## config.mk

```make
export PLATFORM = sky130hd
export DESIGN_NAME = mic1_exec_ctrl
export DESIGN_NICKNAME = d
export VERILOG_FILES = /design/src/rtl/mic1_exec_ctrl_pkg.sv /design/src/rtl/mic1_exec_ctrl_ce_prescaler.sv /design/src/rtl/mic1_exec_ctrl.sv
export SDC_FILE = /design/constraint.sdc
export NUM_CORES = 1
export LEC_CHECK = 0
export ABC_AREA = 0
export BUFFER_PORTS_ARGS = -buffer_cell sky130_fd_sc_hd__buf_2
export CAP_MARGIN = 10
export CORE_MARGIN = 3
export CORE_UTILIZATION = 49
export CTS_BUF_LIST = sky130_fd_sc_hd__clkbuf_4
export DETAILED_ROUTE_END_ITERATION = 16
export PLACE_DENSITY = 0.86
export SLEW_MARGIN = 30
export SYNTH_ARGS = -nofsm -noshare
export SYNTH_HDL_FRONTEND = slang
export SYNTH_SLANG_ARGS = --single-unit
```

## constraint.sdc

```tcl
create_clock -name clk -period 2.83 [get_ports clk]
set_input_delay 0.4245 -clock clk [delete_from_list [all_inputs] [get_ports clk]]
set_output_delay 0.4245 -clock clk [all_outputs]
set_load 0.01 [all_outputs]
```

## src/rtl/mic1_exec_ctrl_pkg.sv

```systemverilog
// Shared types for the MIC-1 execution controller: controller states and
// the stop-cause code reported on halt_cause.
package mic1_ctrl_pkg;

  typedef enum logic [1:0] {
    IDLE  = 2'd0,
    RUN   = 2'd1,
    USTEP = 2'd2,
    ISTEP = 2'd3
  } state_t;

  typedef enum logic [2:0] {
    NONE      = 3'd0,
    USER      = 3'd1,
    BREAK     = 3'd2,
    CPU_HALT  = 3'd3,
    STEP_DONE = 3'd4
  } cause_t;

  // Width of the issued-ce counter shown on the step LEDs.
  localparam int STEP_W = 4;

endpackage

```

## src/rtl/mic1_exec_ctrl_ce_prescaler.sv

```systemverilog
// Clock-enable prescaler: counts 0..DIV-1 while enabled and wraps.
// The tick output looks one cycle ahead: it is high when the count will be
// DIV-1 after the coming edge, so a ce registered on that edge lands in the
// same cycle the count sits at DIV-1.
module ce_prescaler #(
  parameter int DIV = 16
) (
  input  logic clk,
  input  logic resetn,
  input  logic clr,
  input  logic en,
  output logic tick
);

  localparam int CNT_W = (DIV > 1) ? $clog2(DIV) : 1;
  localparam logic [CNT_W-1:0] LAST = CNT_W'(DIV - 1);

  logic [CNT_W-1:0] cnt;
  logic [CNT_W-1:0] cnt_nxt;

  // Next count: clear wins over counting; wrap at DIV-1.
  always_comb begin
    cnt_nxt = cnt;
    if (clr) begin
      cnt_nxt = '0;
    end else if (en) begin
      cnt_nxt = (cnt == LAST) ? '0 : cnt + CNT_W'(1);
    end
  end

  assign tick = (clr | en) && (cnt_nxt == LAST);

  // Count register, cleared asynchronously by reset.
  always_ff @(posedge clk or negedge resetn) begin
    if (!resetn) begin
      cnt <= '0;
    end else begin
      cnt <= cnt_nxt;
    end
  end

endmodule

```

## src/rtl/mic1_exec_ctrl.sv

```systemverilog
// MIC-1 execution controller. Converts one-cycle command pulses into a gated
// datapath clock enable with free run, micro-step, ISA-step, MPC breakpoint
// and stop on CPU HALT. All outputs come straight from registers.
module mic1_exec_ctrl
  import mic1_ctrl_pkg::*;
#(
  parameter int DIV   = 16,
  parameter int MPC_W = 9
) (
  input  logic             clk,
  input  logic             resetn,
  input  logic             cmd_run,
  input  logic             cmd_halt,
  input  logic             cmd_ustep,
  input  logic             cmd_istep,
  input  logic             bp_en,
  input  logic [MPC_W-1:0] bp_addr,
  input  logic [MPC_W-1:0] mpc,
  input  logic             instr_done,
  input  logic             cpu_halted,
  output logic             cpu_ce,
  output logic             led_run_status,
  output logic             led_idle,
  output logic [3:0]       led_run_step,
  output logic [2:0]       halt_cause
);

  state_t            state_q;
  state_t            state_nxt;
  cause_t            cause_q;
  cause_t            cause_nxt;
  logic              first_q;
  logic              first_nxt;
  logic              ce_nxt;
  logic              clr;
  logic              en;
  logic              tick;
  logic              run_nxt;
  logic              idle_nxt;
  logic [STEP_W-1:0] step_nxt;

  assign en = (state_q != IDLE);

  ce_prescaler #(
    .DIV (DIV)
  ) u_prescaler (
    .clk    (clk),
    .resetn (resetn),
    .clr    (clr),
    .en     (en),
    .tick   (tick)
  );

  // State register plus every registered output; reset drops cpu_ce at once.
  always_ff @(posedge clk or negedge resetn) begin
    if (!resetn) begin
      state_q        <= IDLE;
      cause_q        <= NONE;
      first_q        <= 1'b1;
      cpu_ce         <= 1'b0;
      led_run_status <= 1'b0;
      led_idle       <= 1'b1;
      led_run_step   <= '0;
    end else begin
      state_q        <= state_nxt;
      cause_q        <= cause_nxt;
      first_q        <= first_nxt;
      cpu_ce         <= ce_nxt;
      led_run_status <= run_nxt;
      led_idle       <= idle_nxt;
      led_run_step   <= step_nxt;
    end
  end

  // Next state: command acceptance/halt first, then the tick checks in order
  // CPU halt, breakpoint, issue ce (with step completion).
  always_comb begin
    state_nxt = state_q;
    cause_nxt = cause_q;
    first_nxt = first_q;
    ce_nxt    = 1'b0;
    clr       = 1'b0;

    if (state_q == IDLE) begin
      // Halt beats every start command; the remaining order is run > istep > ustep.
      if (!cmd_halt) begin
        if (cmd_run) begin
          state_nxt = RUN;
        end else if (cmd_istep) begin
          state_nxt = ISTEP;
        end else if (cmd_ustep) begin
          state_nxt = USTEP;
        end
        if (state_nxt != IDLE) begin
          clr       = 1'b1;
          first_nxt = 1'b1;
          cause_nxt = NONE;
        end
      end
    end else if (cmd_halt) begin
      // User stop beats a coincident tick, so no ce goes out.
      state_nxt = IDLE;
      cause_nxt = USER;
    end

    if (tick && (state_nxt != IDLE)) begin
      if (cpu_halted) begin
        state_nxt = IDLE;
        cause_nxt = CPU_HALT;
      end else if (bp_en && (mpc == bp_addr) && !first_nxt) begin
        // Skipped on the first tick after a start so a resume can leave the breakpoint.
        state_nxt = IDLE;
        cause_nxt = BREAK;
      end else begin
        ce_nxt    = 1'b1;
        first_nxt = 1'b0;
        if ((state_nxt == USTEP) || ((state_nxt == ISTEP) && instr_done)) begin
          state_nxt = IDLE;
          cause_nxt = STEP_DONE;
        end
      end
    end
  end

  // Output values to be registered alongside the next state.
  always_comb begin
    run_nxt  = (state_nxt == RUN);
    idle_nxt = (state_nxt == IDLE);
    step_nxt = led_run_step + (ce_nxt ? STEP_W'(1) : STEP_W'(0));
  end

  assign halt_cause = cause_q;

endmodule
```

==> metrics <==
Synth area leader=dfrtp_1; most common cell in the synthesized netlist=dfrtp_1; die outline width=49.85 um; Max clock buf depth=2; nets=162; post-route insts no fill=156; clock skew=0.002453 ns; Hold Crit Class=in -> async; final standard cell area without fillers=1165 um^2; RSZ-0062 raised after global routing=no; Peak VDD IR=0.0003760 V; Clock H-tree levels=1; post-CTS sizing=0; Total Wirelength=2225 um; pin count of the biggest net entering global routing=18; CP endpoint kind=register; max_cap viols=0; DP Area=1137 um^2; vias in the first global route=926; Worst-path clk slew=0.10 ns; # placed instances=152; outcome=completed; Layout Utilization=0.6603; First DRT Iteration DRCs=19; DRC=0; DR pass1 iterations=4; ANT cells=0; DR WL/cell=14.26 um; GRT Overall Usage=0.1977; Netlist cell types=38; crit-path cells=ha_1 -> a311o_1 -> a2111oi_4 -> inv_1 -> nor2_1 -> ha_1 -> ha_1 -> xor2_1; routed vias/inst=5.519; crit path max fanout=6; CTS Buf Count=3; CP max stage delay=0.51 ns; Mapped Area=942.2 um^2; Core Box Area=1764 um^2; Post-Syn Instances=94; Commonest cells post-synth=15 x dfrtp_1, 10 x xnor2_1, 6 x nand2_1, 6 x nor2_1; total die area=2485 um^2; Max Freq=410.1 MHz; Yosys reg bits=17; hold_buf cts=0; post-CTS setup buffer count=0; Post-synth EDFFs=0; first-pass GRT wire length=3788 um; ANT nets after route=0; Sinks on Clock Net=17; Synth area leaders=dfrtp_1 40%, xnor2_1 9.3%, dfstp_2 5.6%, ha_1 4.0%, a2111oi_4 2.9%; ys async rst share=1.000; Fin Hold WS=0.03651 ns; clk root buf=clkbuf_4; period utilization=0.8617; post-synth top area share=0.3984; P&R area growth vs syn=23.64%; DP HPWL=1797 um; Final Slew Violations=0; height of the die=49.85 um; mean post-synth cell area=10.02 um^2; Cell Pwr Density=509.0 nW/um^2; top_reg_cell synth=dfrtp_1; row cnt=15; routability cong.=0.7947; slew at the pin closest to its max-slew limit=0.5803 ns; Slowest cell on crit path=a2111oi_4; final setup violation count=0; Leak Pwr=0.0005700 uW; GR Overflow Total=0; net count of the mapped netlist=124; Critical Path RT=3.05 ns; Max-slew headroom=0.6101; # IOs=37; Worst-Skew Late Latency=0.29 ns; Final min period=2.439 ns; Port Buffer Count=36; initial antenna violation count=0; Hold Violations, Final=0; setup tns final=0 ns; Worst EP arrival=2.66 ns; CTS tree=done; critical path type=reg -> reg; crit-path most repeated cell=ha_1; Initial Utilization=0.5340; Synth warnings=0; sequential share of the synthesized area=0.4542; fraction of final layout cells sized beyond drive strength 1=0.3588; Startpoint Class=register; routed via count=861
-- layout by cell type, fill, tap and decap left out, types with 2 or more instances in the layout --
master	Yosys	routed
nand4_1	2	2
clkbuf_4	0	3
dfrtp_1	15	15
buf_2	0	36
dfstp_2	2	2
nor3_1	5	5
o21a_1	2	2
a21oi_1	4	4
nor2_1	6	6
xnor2_1	10	10
ha_1	3	3
xor2_1	2	2
nand3_1	2	2
nor4_1	2	2
o21ai_0	5	5
inv_1	5	5
nand2_1	6	6
-- critical path: cells and delay by family, from the launching register on --
family	cells	cell delay, ns
AO/OA/AOI/OAI	2	0.85
adder cells (fa/ha/maj)	3	0.66
flip-flops	1	0.43
AND/OR/NAND/NOR	1	0.17
XOR/XNOR	1	0.15
buffers and inverters	1	0.11
-- flip-flops by register name, indices dropped and copies added, names as in the netlist --
name,count
cpu_ce,1
first_q,1
halt_cause,3
led_idle,1
led_run_status,1
led_run_step,4
state_q,2
u_prescaler.cnt,4
-- cell families (layout without fill, tap and decap cells) --
| group | Yosys count | in the layout | share of synthesized area |
|---|---|---|---|
| fa+ha+maj | 3 | 3 | 0.03984 |
| flops | 17 | 17 | 0.4542 |
| buf+inv | 8 | 45 | 0.03718 |
| xor+xnor | 12 | 12 | 0.1116 |
| simple gates | 31 | 31 | 0.1687 |
| compound gates | 23 | 23 | 0.1886 |
-- where the power goes --
group,switching (uW),leakage [uW],internal [uW]
clock network,75.9,0.0000177,52.6
logic,86.3,0.000332,68.2
registers,35.5,0.000220,274
total,198,0.000570,395
-- worst paths after layout --
| check | start | to | slack [ns] | depth (start not counted) |
|---|---|---|---|---|
| max in group asynchronous | resetn | led_idle | 2.47 | 1 |
| min reg2reg | led_run_step[3] | led_run_step[3] | 0.48 | 1 |
| min | resetn | led_run_step[1] | 0.04 | 1 |
| min in group clk | cpu_halted | first_q | 0.40 | 3 |
| max | u_prescaler.cnt[0] | led_run_step[2] | 0.39 | 8 |
| max reg2reg | u_prescaler.cnt[0] | led_run_step[2] | 0.39 | 8 |
-- metrics by stage --
stage / setup WS, ns / total power [uW]
floorplan: 0.6603 / 412.4
global placement: 0.4643 / 454.8
detailed placement: 0.2153 / 465.4
CTS: 0.3941 / 594.0
global route: 0.2548 / 630.8
finish: 0.3914 / 593.0
-- layer usage --
layer | vias up | wire [um] | global-route usage
met4 | 0 | 36 | 0.05069
met1 | 414 | 844 | 0.1985
li1 | 408 | - | -
met5 | - | 0 | 0
met2 | 33 | 1193 | 0.3722
met3 | 6 | 150 | 0.07855
-- area by class of cell --
cell class | count | area [um^2]
clock buffer | 3 | 22.52
inverter | 5 | 18.77
clock inverter | 1 | 5.005
timing repair buffer | 36 | 180.2
fill | 158 | 599.3
multi-input combinational | 69 | 479.2
tap | 25 | 31.28
sequential | 17 | 427.9
No activity file was read; power rests on OpenSTA's default activity.
